--- src/rtl/mem_access_ctrl_if.sv ---
// mem_access_ctrl_if
//   Bundles the three buses around the load/store controller:
//   - execute-side request handshake (in_*)
//   - memory port: ea/result/mem_en out, asynchronous read data in
//   - writeback-side response handshake (wb_*)
//   Optional MEM_ACCESS_POSTINC_EN adds wb_base / wb_base_we.
//   Modports: slave = controller view, master = surrounding pipeline/memory.
interface mem_access_ctrl_if #(
    parameter int AW = 8,
    parameter int DW = 8,
    parameter int TW = 3
);
    logic          in_valid;
    logic          in_ready;
    logic [1:0]    in_op;
    logic [AW-1:0] in_base;
    logic [AW-1:0] in_off;
    logic [DW-1:0] in_wdata;
    logic [TW-1:0] in_rd;
    logic [AW-1:0] ea;
    logic [DW-1:0] result;
    logic          mem_en;
    logic [DW-1:0] data;
    logic          wb_valid;
    logic          wb_ready;
    logic [DW-1:0] wb_data;
    logic [TW-1:0] wb_rd;
`ifdef MEM_ACCESS_POSTINC_EN
    logic [AW-1:0] wb_base;
    logic          wb_base_we;
`endif

    modport slave (
        input  in_valid, in_op, in_base, in_off, in_wdata, in_rd, data, wb_ready,
        output in_ready, ea, result, mem_en, wb_valid, wb_data, wb_rd
`ifdef MEM_ACCESS_POSTINC_EN
        , output wb_base, wb_base_we
`endif
    );

    modport master (
        output in_valid, in_op, in_base, in_off, in_wdata, in_rd, data, wb_ready,
        input  in_ready, ea, result, mem_en, wb_valid, wb_data, wb_rd
`ifdef MEM_ACCESS_POSTINC_EN
        , input wb_base, wb_base_we
`endif
    );
endinterface

--- src/rtl/mem_access_ctrl.sv ---
// mem_access_ctrl
//   Load/store/swap controller in front of a 256x8 data memory.
//   Ports:
//     clk  - clock, rising edge
//     rst  - asynchronous active-low reset
//     bus  - mem_access_ctrl_if.slave (request, memory port, writeback)
//   Optional feature macro: MEM_ACCESS_POSTINC_EN (wb_base / wb_base_we
//   post-increment base writeback).
//
//   state | meaning
//   ------+-----------------------------------------------------------
//   IDLE  | in_ready=1, waiting for an operation
//   RD    | memory read data sampled into wb_data at the next edge
//   WR    | mem_en=1 for one cycle; memory commits on the falling edge
//   WB    | wb_valid=1, waiting for wb_ready
module mem_access_ctrl #(
    parameter int AW = 8,
    parameter int DW = 8,
    parameter int TW = 3
) (
    input logic              clk,
    input logic              rst,
    mem_access_ctrl_if.slave bus
);
    localparam logic [1:0] OP_NOP   = 2'b00;
    localparam logic [1:0] OP_STORE = 2'b10;
    localparam logic [1:0] OP_SWAP  = 2'b11;

    typedef enum logic [1:0] {
        S_IDLE = 2'd0,
        S_RD   = 2'd1,
        S_WR   = 2'd2,
        S_WB   = 2'd3
    } state_t;

    state_t        state;
    logic [1:0]    op_q;
    logic [TW-1:0] tag_q;
    logic [AW-1:0] ea_next;

    // Same-width addition of the raw offset equals base + sign_extend(off)
    // modulo 2^AW, so negative offsets wrap correctly without extension.
    assign ea_next = bus.in_base + bus.in_off;

    always_ff @(posedge clk or negedge rst) begin
        if (!rst) begin
            state        <= S_IDLE;
            op_q         <= OP_NOP;
            tag_q        <= '0;
            bus.in_ready <= 1'b1;
            bus.mem_en   <= 1'b0;
            bus.ea       <= '0;
            bus.result   <= '0;
            bus.wb_valid <= 1'b0;
            bus.wb_data  <= '0;
            bus.wb_rd    <= '0;
`ifdef MEM_ACCESS_POSTINC_EN
            bus.wb_base    <= '0;
            bus.wb_base_we <= 1'b0;
`endif
        end else begin
`ifdef MEM_ACCESS_POSTINC_EN
            bus.wb_base_we <= 1'b0;
`endif
            case (state)
                S_IDLE: begin
                    // NOP is consumed without touching ea/result or leaving IDLE.
                    if (bus.in_valid && bus.in_op != OP_NOP) begin
                        bus.ea       <= ea_next;
                        bus.result   <= bus.in_wdata;
                        tag_q        <= bus.in_rd;
                        op_q         <= bus.in_op;
                        bus.in_ready <= 1'b0;
                        if (bus.in_op == OP_STORE) begin
                            state      <= S_WR;
                            bus.mem_en <= 1'b1;
`ifdef MEM_ACCESS_POSTINC_EN
                            // A store completes in its WR cycle.
                            bus.wb_base    <= ea_next + AW'(1);
                            bus.wb_base_we <= 1'b1;
`endif
                        end else begin
                            state <= S_RD;
                        end
                    end
                end
                S_RD: begin
                    bus.wb_data <= bus.data;
                    if (op_q == OP_SWAP) begin
                        // Straight to WR so nothing can slip between read and write.
                        state      <= S_WR;
                        bus.mem_en <= 1'b1;
                    end else begin
                        state        <= S_WB;
                        bus.wb_valid <= 1'b1;
                        bus.wb_rd    <= tag_q;
                    end
                end
                S_WR: begin
                    bus.mem_en <= 1'b0;
                    if (op_q == OP_SWAP) begin
                        state        <= S_WB;
                        bus.wb_valid <= 1'b1;
                        bus.wb_rd    <= tag_q;
                    end else begin
                        state        <= S_IDLE;
                        bus.in_ready <= 1'b1;
                    end
                end
                S_WB: begin
                    if (bus.wb_ready) begin
                        state        <= S_IDLE;
                        bus.wb_valid <= 1'b0;
                        bus.in_ready <= 1'b1;
`ifdef MEM_ACCESS_POSTINC_EN
                        bus.wb_base    <= bus.ea + AW'(1);
                        bus.wb_base_we <= 1'b1;
`endif
                    end
                end
                default: begin
                    state        <= S_IDLE;
                    bus.in_ready <= 1'b1;
                    bus.mem_en   <= 1'b0;
                    bus.wb_valid <= 1'b0;
                end
            endcase
        end
    end
endmodule

--- src/flat_wrapper.sv ---
// flat-port wrapper written by rule: the top's interface ports become plain ports
module mem_access_ctrl_flat 
#(
    parameter int AW = 8,
    parameter int DW = 8,
    parameter int TW = 3
)
  (clk, rst, bus_in_valid, bus_in_op, bus_in_base, bus_in_off, bus_in_wdata, bus_in_rd, bus_data, bus_wb_ready, bus_in_ready, bus_ea, bus_result, bus_mem_en, bus_wb_valid, bus_wb_data, bus_wb_rd);
  mem_access_ctrl_if #(.AW(AW), .DW(DW), .TW(TW)) bus_i ();
  input logic clk;
  input logic rst;
  input wire logic [$bits(bus_i.in_valid)-1:0] bus_in_valid;
  input wire logic [$bits(bus_i.in_op)-1:0] bus_in_op;
  input wire logic [$bits(bus_i.in_base)-1:0] bus_in_base;
  input wire logic [$bits(bus_i.in_off)-1:0] bus_in_off;
  input wire logic [$bits(bus_i.in_wdata)-1:0] bus_in_wdata;
  input wire logic [$bits(bus_i.in_rd)-1:0] bus_in_rd;
  input wire logic [$bits(bus_i.data)-1:0] bus_data;
  input wire logic [$bits(bus_i.wb_ready)-1:0] bus_wb_ready;
  output wire logic [$bits(bus_i.in_ready)-1:0] bus_in_ready;
  output wire logic [$bits(bus_i.ea)-1:0] bus_ea;
  output wire logic [$bits(bus_i.result)-1:0] bus_result;
  output wire logic [$bits(bus_i.mem_en)-1:0] bus_mem_en;
  output wire logic [$bits(bus_i.wb_valid)-1:0] bus_wb_valid;
  output wire logic [$bits(bus_i.wb_data)-1:0] bus_wb_data;
  output wire logic [$bits(bus_i.wb_rd)-1:0] bus_wb_rd;
  assign bus_i.in_valid = bus_in_valid;
  assign bus_i.in_op = bus_in_op;
  assign bus_i.in_base = bus_in_base;
  assign bus_i.in_off = bus_in_off;
  assign bus_i.in_wdata = bus_in_wdata;
  assign bus_i.in_rd = bus_in_rd;
  assign bus_i.data = bus_data;
  assign bus_i.wb_ready = bus_wb_ready;
  assign bus_in_ready = bus_i.in_ready;
  assign bus_ea = bus_i.ea;
  assign bus_result = bus_i.result;
  assign bus_mem_en = bus_i.mem_en;
  assign bus_wb_valid = bus_i.wb_valid;
  assign bus_wb_data = bus_i.wb_data;
  assign bus_wb_rd = bus_i.wb_rd;
  mem_access_ctrl #(.AW(AW), .DW(DW), .TW(TW)) u_core (.clk(clk), .rst(rst), .bus(bus_i));
endmodule
--- config.mk ---
export PLATFORM = sky130hd
export DESIGN_NAME = mem_access_ctrl_flat
export DESIGN_NICKNAME = d
export VERILOG_FILES = /design/src/rtl/mem_access_ctrl_if.sv /design/src/rtl/mem_access_ctrl.sv /design/src/flat_wrapper.sv
export SDC_FILE = /design/constraint.sdc
export NUM_CORES = 1
export LEC_CHECK = 0
export CAP_MARGIN = 20
export CORE_MARGIN = 2
export CORE_UTILIZATION = 53
export CTS_BUF_LIST = sky130_fd_sc_hd__clkbuf_8
export DETAILED_ROUTE_END_ITERATION = 8
export DONT_BUFFER_PORTS = 1
export PLACE_DENSITY = 0.68
export SYNTH_ARGS = -nofsm -noshare
export SYNTH_HDL_FRONTEND = slang
export SYNTH_SLANG_ARGS = --single-unit
--- constraint.sdc ---
create_clock -name clk -period 2.94 [get_ports clk]
set_input_delay 0.588 -clock clk [delete_from_list [all_inputs] [get_ports clk]]
set_output_delay 0.588 -clock clk [all_outputs]
set_load 0.03 [all_outputs]
==> impl_metrics.tcl, run 1 <==
set metrics [dict create \
    setup_ws_ns 0.874 \
    status "complete, no violations" \
    synth_enable_flop_cells 0 \
    setup_tns_ns 0 \
    ys_types 35 \
    wirelength_um 3520 \
    post_cts_resized 0 \
    yosys.area.top_type_share_pct 47.6 \
    drtIter0Drc 83 \
    synthFlopType "dfrtp_1" \
    grt_overflow 0 \
    fin_crit_ns 2.07 \
    rows 21 \
    crit_fanout 19 \
    syn_area_per_cell_um2 12.0 \
    drtPass1Iterations 4 \
    start_util_pct 55.8 \
    post-dp-hpwl_um 2670 \
    viasPerCell 5.83 \
    wl_per_cell_um 16.7 \
    drc_errors 0 \
    tightest_slew_ns 0.765 \
    cts_tree "done" \
    cp-end-kind "register" \
    grt_pass1_vias 1232 \
    cts_hold_buf 1 \
    rr_worst_depth 6 \
    min_path_type "input pin to asynchronous set/reset pin" \
    power-per-cell-area_mw_per_mm2 1160 \
    h-tree-depth 2 \
    postCtsSetupBuffers 0 \
    clock-sinks 37 \
    antenna_found_initial 0 \
    cap_viol_max_count 0 \
    synth.largest_area_cell "dfrtp_1" \
    ant_nets 0 \
    async_flop_share_pct 100 \
    drive_above_1_share_pct 24.2 \
    synth_most_common_cell "dfrtp_1" \
    setup_violations 0 \
    cp-startpoint "u_core.state[0]" \
    crit_path_start_kind "register" \
    synthCells 158 \
    grt_max_degree 37 \
    final.period_utilization_pct 70.3 \
    grt_usage_pct 18.9 \
    layout.cells.non_filler 211 \
    numCtsBuffers 5 \
    syn-cell-area_mm2 0.00189 \
    route.vias.total 1230 \
    ys_warn_count 0 \
    die-width_um 63.7 \
    nets 218 \
    core_area_mm2 0.00339 \
    power_leakage_nw 0.914 \
    clk_latency_ns 0.29 \
    pre_cts_ws_ns 0.845 \
    rsz0062_at_grt "no" \
    cts_root_buf "clkbuf_8" \
    clock.fmax_ghz 0.484 \
    cts.clk_slew.worst_paths_ns 0.08 \
    worst_ir_drop_vdd_uv 661 \
    port_buffers 0 \
    ys_seq_area_share_pct 49.0 \
    syn_nets 212 \
    antenna_cells 0 \
    ys_seq_elements 37 \
    fin_skew_ns 0.00967 \
    place.gp.congestion 0.759 \
    ioPinCount 71 \
    grt_pass1_wl_um 5860 \
    slew_headroom_pct 48.9 \
    synth_common_cells "dfrtp_1 (36), mux2_2 (27), ha_1 (12), nand2_1 (11), o21ai_0 (8)" \
    maxSlewViolCount 0 \
    syn2layout_area_growth_pct 8.33 \
    die-height_um 63.7 \
    cts_buffer_depth 2 \
    die_area_mm2 0.00406 \
    dp_cells 202 \
    rr_startpoint "u_core.state[0]" \
    arrival_ns 2.28 \
    synthTopCellsByArea "dfrtp_1 (48%), mux2_2 (16%), ha_1 (7.9%), nand2_1 (2.2%), o21ai_0 (2.1%)" \
    hold_viol 0 \
    worst_ep_required_time_ns 3.16 \
    path_class "register to register" \
]
[critical path, cell delays in order, from the launching register on]
cell	delay, ns
dfrtp_1	0.42
inv_1	0.12
ha_1	0.21
o211ai_2	0.33
buf_4	0.32
or4_1	0.50
nand3_1	0.09
[sequential cells by signal (all words and copies together), names as in the netlist]
signal               flops
u_core.bus.wb_data       8
u_core.bus.in_ready      1
u_core.bus.ea            8
u_core.bus.result        8
u_core.bus.wb_rd         3
u_core.op_q              2
u_core.tag_q             3
u_core.bus.mem_en        1
u_core.bus.wb_valid      1
u_core.state             2
[cell type report]
cell class	instances	area [µm²]
multi-input combinational	110	921
fill	285	1340
sequential	37	927
inverter	7	26.3
clock buffer	5	68.8
tap	46	57.6
timing repair buffer	3	35.0
clock inverter	3	13.8
[worst paths after layout]
kind / endpoint / slack (ns)
max: u_core.bus.ea[6] / 0.87
min: u_core.bus.ea[7] / 0.12
max reg2reg: u_core.bus.ea[6] / 0.87
min reg2reg: u_core.tag_q[0] / 0.50
max in group asynchronous: u_core.bus.ea[1] / 2.63
min in group clk: u_core.op_q[0] / 0.45
[placed cells by master, fill, tap and decap left out, drive strengths merged, types with 2 or more instances in the layout]
| master | instances |
|---|---|
| clkbuf | 5 |
| nor3b | 5 |
| dfrtp | 36 |
| nor2b | 3 |
| clkinv | 2 |
| buf | 3 |
| nand2b | 2 |
| a21o | 2 |
| nor3 | 2 |
| mux2i | 3 |
| nand3 | 2 |
| ha | 12 |
| o21bai | 2 |
| mux2 | 27 |
| o21ai | 8 |
| a21oi | 7 |
| nor2 | 4 |
| inv | 8 |
| xor2 | 3 |
| a211oi | 4 |
| nand2 | 11 |
[logic make-up after synthesis]
group / count (synthesis) / synth area share [%]
flip-flops: 37 / 49.0
AO/OA/AOI/OAI: 32 / 11.3
AND/OR/NAND/NOR: 32 / 9.33
multiplexers: 30 / 17.7
adder cells (fa/ha/maj): 13 / 8.99
buffers and inverters: 11 / 2.32
XOR/XNOR: 3 / 1.39
[per-layer routing]
layer / track usage, % / vias up / part of all wire [%]
met5: 0 / - / 0
li1: - / 577 / -
met3: 7.75 / 7 / 9.4
met1: 21.9 / 593 / 38
met4: 7.34 / 0 / 1.9
met2: 31.2 / 53 / 51
[power by group]
part           switching, mW  total [mW]  leakage [nW]  internal (mW)
Sequential             0.586        1.35         0.436          0.768
Combinational          0.311       0.690         0.429          0.378
Clock                  0.173       0.334        0.0491          0.161
[through the flow]
step	util, %	instance area, µm²	power, mW	hold WS (ns)
2_1_floorplan	-	1890	1.89	0.292
3_3_place_gp	57.4	1950	2.01	0.293
3_5_place_dp	57.4	1950	2.06	0.294
4_1_cts	60.5	2050	2.41	0.124
5_1_grt	60.5	2050	2.53	0.120
6_report	60.5	2050	2.38	0.119
No activity file was read; power rests on OpenSTA's default activity.
==> run 2, diff against run 1 <==
clock period = 2.15 ns   (was 2.94 ns; I/O delays follow)
==> impl_metrics.tcl, run 2 (synthesized netlist as in run 1, its figures left out) <==
set metrics [dict create \
    status "complete, no violations" \
    setup_violations 0 \
    wl_per_cell_um 16.2 \
    regArea_um2 927 \
    die-width_um 63.7 \
    rsz0062_at_grt "no" \
    crit_chain "inv_1 -> ha_1 -> o211ai_2 -> buf_4 -> mux2_2" \
    dp_cells 203 \
    numCtsBuffers 5 \
    clk_latency_ns 0.29 \
    grt_pass1_wl_um 5730 \
    cts_buffer_depth 2 \
    cp_num_buf_inv 2 \
    multi_input_area_um2 921 \
    fin_skew_ns 0.00743 \
    rows 21 \
    ioPinCount 71 \
    fin_crit_ns 1.74 \
    cts.clk_slew.worst_paths_ns 0.08 \
    post_cts_resized 0 \
    die-height_um 63.7 \
    worstSetupEndpoint "u_core.tag_q[1]" \
    drive_above_1_share_pct 25.1 \
    grt_pass1_vias 1222 \
    critical-path-top-delay-family "buffers and inverters" \
    viasPerCell 5.74 \
    grt_usage_pct 18.3 \
    cap_viol_max_count 0 \
    wirelength_um 3440 \
    route.vias.total 1223 \
    die_area_mm2 0.00406 \
    final_util_pct 62.6 \
    layout.cells.non_filler 213 \
    grt_max_degree 38 \
    arrival_ns 1.92 \
    swShare_pct 41.8 \
    crit_path_start_kind "register" \
    final_cell_area_mm2 0.00212 \
    core_area_mm2 0.00339 \
    start_util_pct 55.8 \
    slew_headroom_pct 66.8 \
    worst_ep_required_time_ns 2.33 \
    final_cell_mix "dfrtp_1 (36), mux2_2 (27), ha_1 (12), nand2_1 (11), o21ai_0 (8)" \
    p_total_mw 3.52 \
    drc_errors 0 \
    clock_power_share_pct 20.6 \
    switchingPower_mw 1.47 \
    syn2layout_area_growth_pct 12.2 \
    critPathSlowestCell "dfrtp_1" \
    power-per-cell-area_mw_per_mm2 1660 \
    postCtsSetupBuffers 0 \
    antenna_found_initial 0 \
    n_fill_cell 278 \
    ant_nets 0 \
    worst_ir_drop_vdd_uv 1030 \
    drtIter0Drc 72 \
    seqPwrFrac_pct 52.4 \
    path_class "register to register" \
    setup_tns_ns 0 \
    place.gp.congestion 0.803 \
    h-tree-depth 2 \
    post-dp-hpwl_um 2620 \
    hold_viol 0 \
    cp-end-kind "register" \
    nets 220 \
    antenna_cells 0 \
    cts_hold_buf 2 \
    crit_fanout 17 \
    clock-sinks 37 \
    min_path_type "input pin to register" \
    cts_tree "done" \
    drtPass1Iterations 5 \
    tightest_slew_ns 0.496 \
    layout_commonest_cell "dfrtp_1" \
    port_buffers 0 \
    clock.fmax_ghz 0.575 \
    grt_overflow 0 \
    rrSetupSlack_ns 0.41 \
    p_int_mw 2.05 \
    dpl-instance-area_mm2 0.00195 \
    r2r-end "u_core.tag_q[1]" \
    final.period_utilization_pct 81.0 \
    maxSlewViolCount 0 \
    crit_cells 5 \
    rr_worst_depth 5 \
    cts_root_buf "clkbuf_8" \
    rr_startpoint "u_core.state[0]" \
    cp-startpoint "u_core.state[0]" \
    combPwrFrac_pct 27.0 \
    critPathMaxStageDelay_ns 0.40 \
    largestRegisters "u_core.bus.ea (8), u_core.bus.result (8), u_core.bus.wb_data (8)" \
    power_leakage_nw 0.943 \
]
-- run 2: cell count changes in the layout (fill, tap and decap cells not counted), sizes merged --
cell,previous run,this run
clkinv,2,0
buf,3,4
dlygate4sd3,0,1
bufinv,0,2
-- run 2: area by class of cell --
cell class	count	share of cell area, %
sequential	37	43.7
multi-input combinational	110	43.4
clock buffer	5	3.24
clock inverter	3	3.24
tap	46	2.71
timing repair buffer	5	2.48
inverter	7	1.24
-- run 2: per-layer routing --
metal | part of all wire [%] | vias to the layer above | global-route usage, %
li1 | - | 590 | -
met4 | 0.87 | 0 | 5.16
met2 | 50 | 57 | 29.9
met3 | 9.4 | 4 | 8.27
met5 | 0 | - | 0
met1 | 40 | 572 | 21.9
-- run 2: power by group through the flow --
stage | sequential [mW] | clock, mW | combinational, mW
final | 1.84 | 0.726 | 0.949
after global routing | 1.90 | 0.763 | 1.08
after CTS | 1.86 | 0.743 | 0.969
after detailed placement | 1.86 | 0 | 0.952
after global placement | 1.85 | 0 | 0.910
after floorplan | 1.79 | 0 | 0.797
-- run 2: worst min-delay path by stage --
stage | from | end | slack (ns) | cells past startpoint
2_1_floorplan | rst | u_core.bus.ea[0] | 0.13 | 0
3_3_place_gp | rst | u_core.bus.ea[7] | 0.14 | 0
3_5_place_dp | rst | u_core.op_q[0] | 0.14 | 0
4_1_cts | bus_in_rd[0] | u_core.tag_q[0] | 0.28 | 1
5_1_grt | bus_in_wdata[3] | u_core.bus.result[3] | 0.27 | 1
6_report | bus_in_wdata[3] | u_core.bus.result[3] | 0.29 | 1
-- run 2: worst reg2reg max path: stages, from the launching register on --
cell and delay [ns]:
dfrtp_1 0.40, inv_1 0.10, ha_1 0.24, o211ai_2 0.21
buf_4 0.32, mux2_2 0.36
-- run 2: through the flow --
stage	hold slack, ns	worst slack [ns]
global route	0.274	0.247
detailed placement	0.135	0.234
floorplan	0.134	0.322
finish	0.286	0.410
CTS	0.276	0.375
global placement	0.135	0.286
==> run 3, diff against run 2 <==
PLACE_DENSITY = 0.71   (was 0.68)
clock period = 1.6 ns   (was 2.15 ns; I/O delays follow)
==> impl_metrics.tcl, run 3 (synthesized netlist as in run 1, its figures left out) <==
set metrics [dict create \
    status "complete, no violations" \
    clock.fmax_ghz 0.630 \
    drtIter0Drc 96 \
    cts_buffer_depth 2 \
    grt_usage_pct 19.7 \
    rsz0062_at_grt "yes" \
    drtPass1Iterations 4 \
    grt_max_degree 38 \
    wirelength_um 3730 \
    switchingPower_mw 2.08 \
    holdPathEnd "u_core.bus.result[6]" \
    place.gp.congestion 0.822 \
    crit_fanout 4 \
    drive_above_1_share_pct 36.7 \
    seqPwrFrac_pct 51.0 \
    arrival_ns 1.76 \
    ant_nets 0 \
    core_area_mm2 0.00339 \
    setup_tns_ns 0 \
    clk_latency_ns 0.29 \
    fin_crit_ns 1.59 \
    ioPinCount 71 \
    grt_pass1_wl_um 6100 \
    viasPerCell 5.74 \
    final_util_pct 66.8 \
    regArea_um2 927 \
    layout_commonest_cell "dfrtp_1" \
    cts.clk_slew.worst_paths_ns 0.07 \
    slew_headroom_pct 74.3 \
    rows 21 \
    hp-start "bus_in_wdata[6]" \
    multi_input_area_um2 977 \
    rr_startpoint "u_core.state[0]" \
    syn2layout_area_growth_pct 19.7 \
    p_total_mw 4.87 \
    fin_skew_ns 0.00194 \
    path_class "register to register" \
    grt_overflow 0 \
    setup_violations 0 \
    cap_viol_max_count 0 \
    cts_tree "done" \
    worst_ir_drop_vdd_uv 1370 \
    wl_per_cell_um 16.5 \
    min_path_cells 1 \
    post-dp-hpwl_um 2810 \
    hold_viol 0 \
    cts_root_buf "clkbuf_8" \
    numCtsBuffers 5 \
    antenna_cells 0 \
    route.vias.total 1298 \
    nets 233 \
    final.period_utilization_pct 99.2 \
    swShare_pct 42.6 \
    cp-end-kind "register" \
    rrSetupSlack_ns 0.01 \
    clock-sinks 37 \
    tightest_slew_ns 0.383 \
    power-per-cell-area_mw_per_mm2 2150 \
    power_leakage_nw 0.995 \
    maxSlewViolCount 0 \
    combPwrFrac_pct 32.7 \
    start_util_pct 55.8 \
    p_int_mw 2.80 \
    drc_errors 0 \
    rr_worst_depth 5 \
    die-width_um 63.7 \
    grt_pass1_vias 1354 \
    worst_ep_required_time_ns 1.77 \
    n_fill_cell 254 \
    port_buffers 0 \
    final_cell_mix "dfrtp_1 (36), mux2_2 (27), buf_4 (12), nand2_1 (11)" \
    clock_power_share_pct 16.3 \
    die-height_um 63.7 \
    die_area_mm2 0.00406 \
    min_path_type "input pin to register" \
    crit_path_start_kind "register" \
    largestRegisters "u_core.bus.ea (8), u_core.bus.result (8), u_core.bus.wb_data (8)" \
    h-tree-depth 2 \
    r2r-end "u_core.state[1]" \
    antenna_found_initial 0 \
]
==> run 3: worst max-delay path, stage by stage, from the launching register on <==
cell and delay [ns]:
dfrtp_1 0.42, buf_4 0.15, ha_1 0.20, nor2b_1 0.15, a21oi_2 0.18, mux2_2 0.37
==> run 3: cell type report <==
class                   count  share of cell area (%)
clock buffers               5                    3.04
clock inverters             3                    1.88
inverters                   7                    1.16
multi-input cells         110                    43.1
flip-flops and latches     37                    40.9
well taps                  46                    2.54
repair buffers             18                    7.29
==> run 3: power groups by stage <==
stage / clock network (mW) / logic (mW) / registers (mW)
floorplan: 0 / 1.07 / 2.40
global route: 0.856 / 1.76 / 2.55
CTS: 0.815 / 1.47 / 2.50
finish: 0.794 / 1.59 / 2.49
detailed placement: 0 / 1.42 / 2.51
global placement: 0 / 1.34 / 2.49
==> run 3: repair_timing <==
item / 4_1_cts / 5_1_grt
hold endpoints to repair: 37 / 0
endpoints found under the setup margin: 18 / 20
setup buffers: 0 / 3
gates resized for setup: 4 / 11
pin swaps: 2 / 1
hold buffers: 2 / 0
==> run 3: through the flow <==
stage                     cell area, µm²  hold slack (ns)  std cells  setup WS [ns]
after floorplan                     1910           0.0244        158         0.0135
after global placement              2040           0.0254        213      -0.000935
after detailed placement            2040           0.0256        213        -0.0708
after CTS                           2200            0.167        223       -0.00626
after global routing                2260            0.160        226        -0.0452
final                               2260            0.178        226         0.0128
==> run 3: worst max path at each step <==
stage,start,end,slack [ns],cells after the start
finish,u_core.state[0],u_core.state[1],0.01,5
global route,u_core.state[0],u_core.bus.wb_rd[1],-0.05,5
CTS,u_core.state[1],u_core.bus.result[4],-0.006,5
detailed placement,u_core.state[0],u_core.bus.ea[5],-0.07,5
global placement,u_core.state[0],u_core.bus.ea[5],-0.0009,5
floorplan,bus_in_off[0],u_core.bus.ea[6],0.01,7
==> run 3: metal layers <==
layer  global-route usage, %  vias to the layer above  wire length (µm)
li1                        -                      611                 -
met2                    33.6                       53              1910
met5                       0                        -                 0
met3                    7.57                        7               284
met1                    22.5                      627              1490
met4                    7.07                        0                52
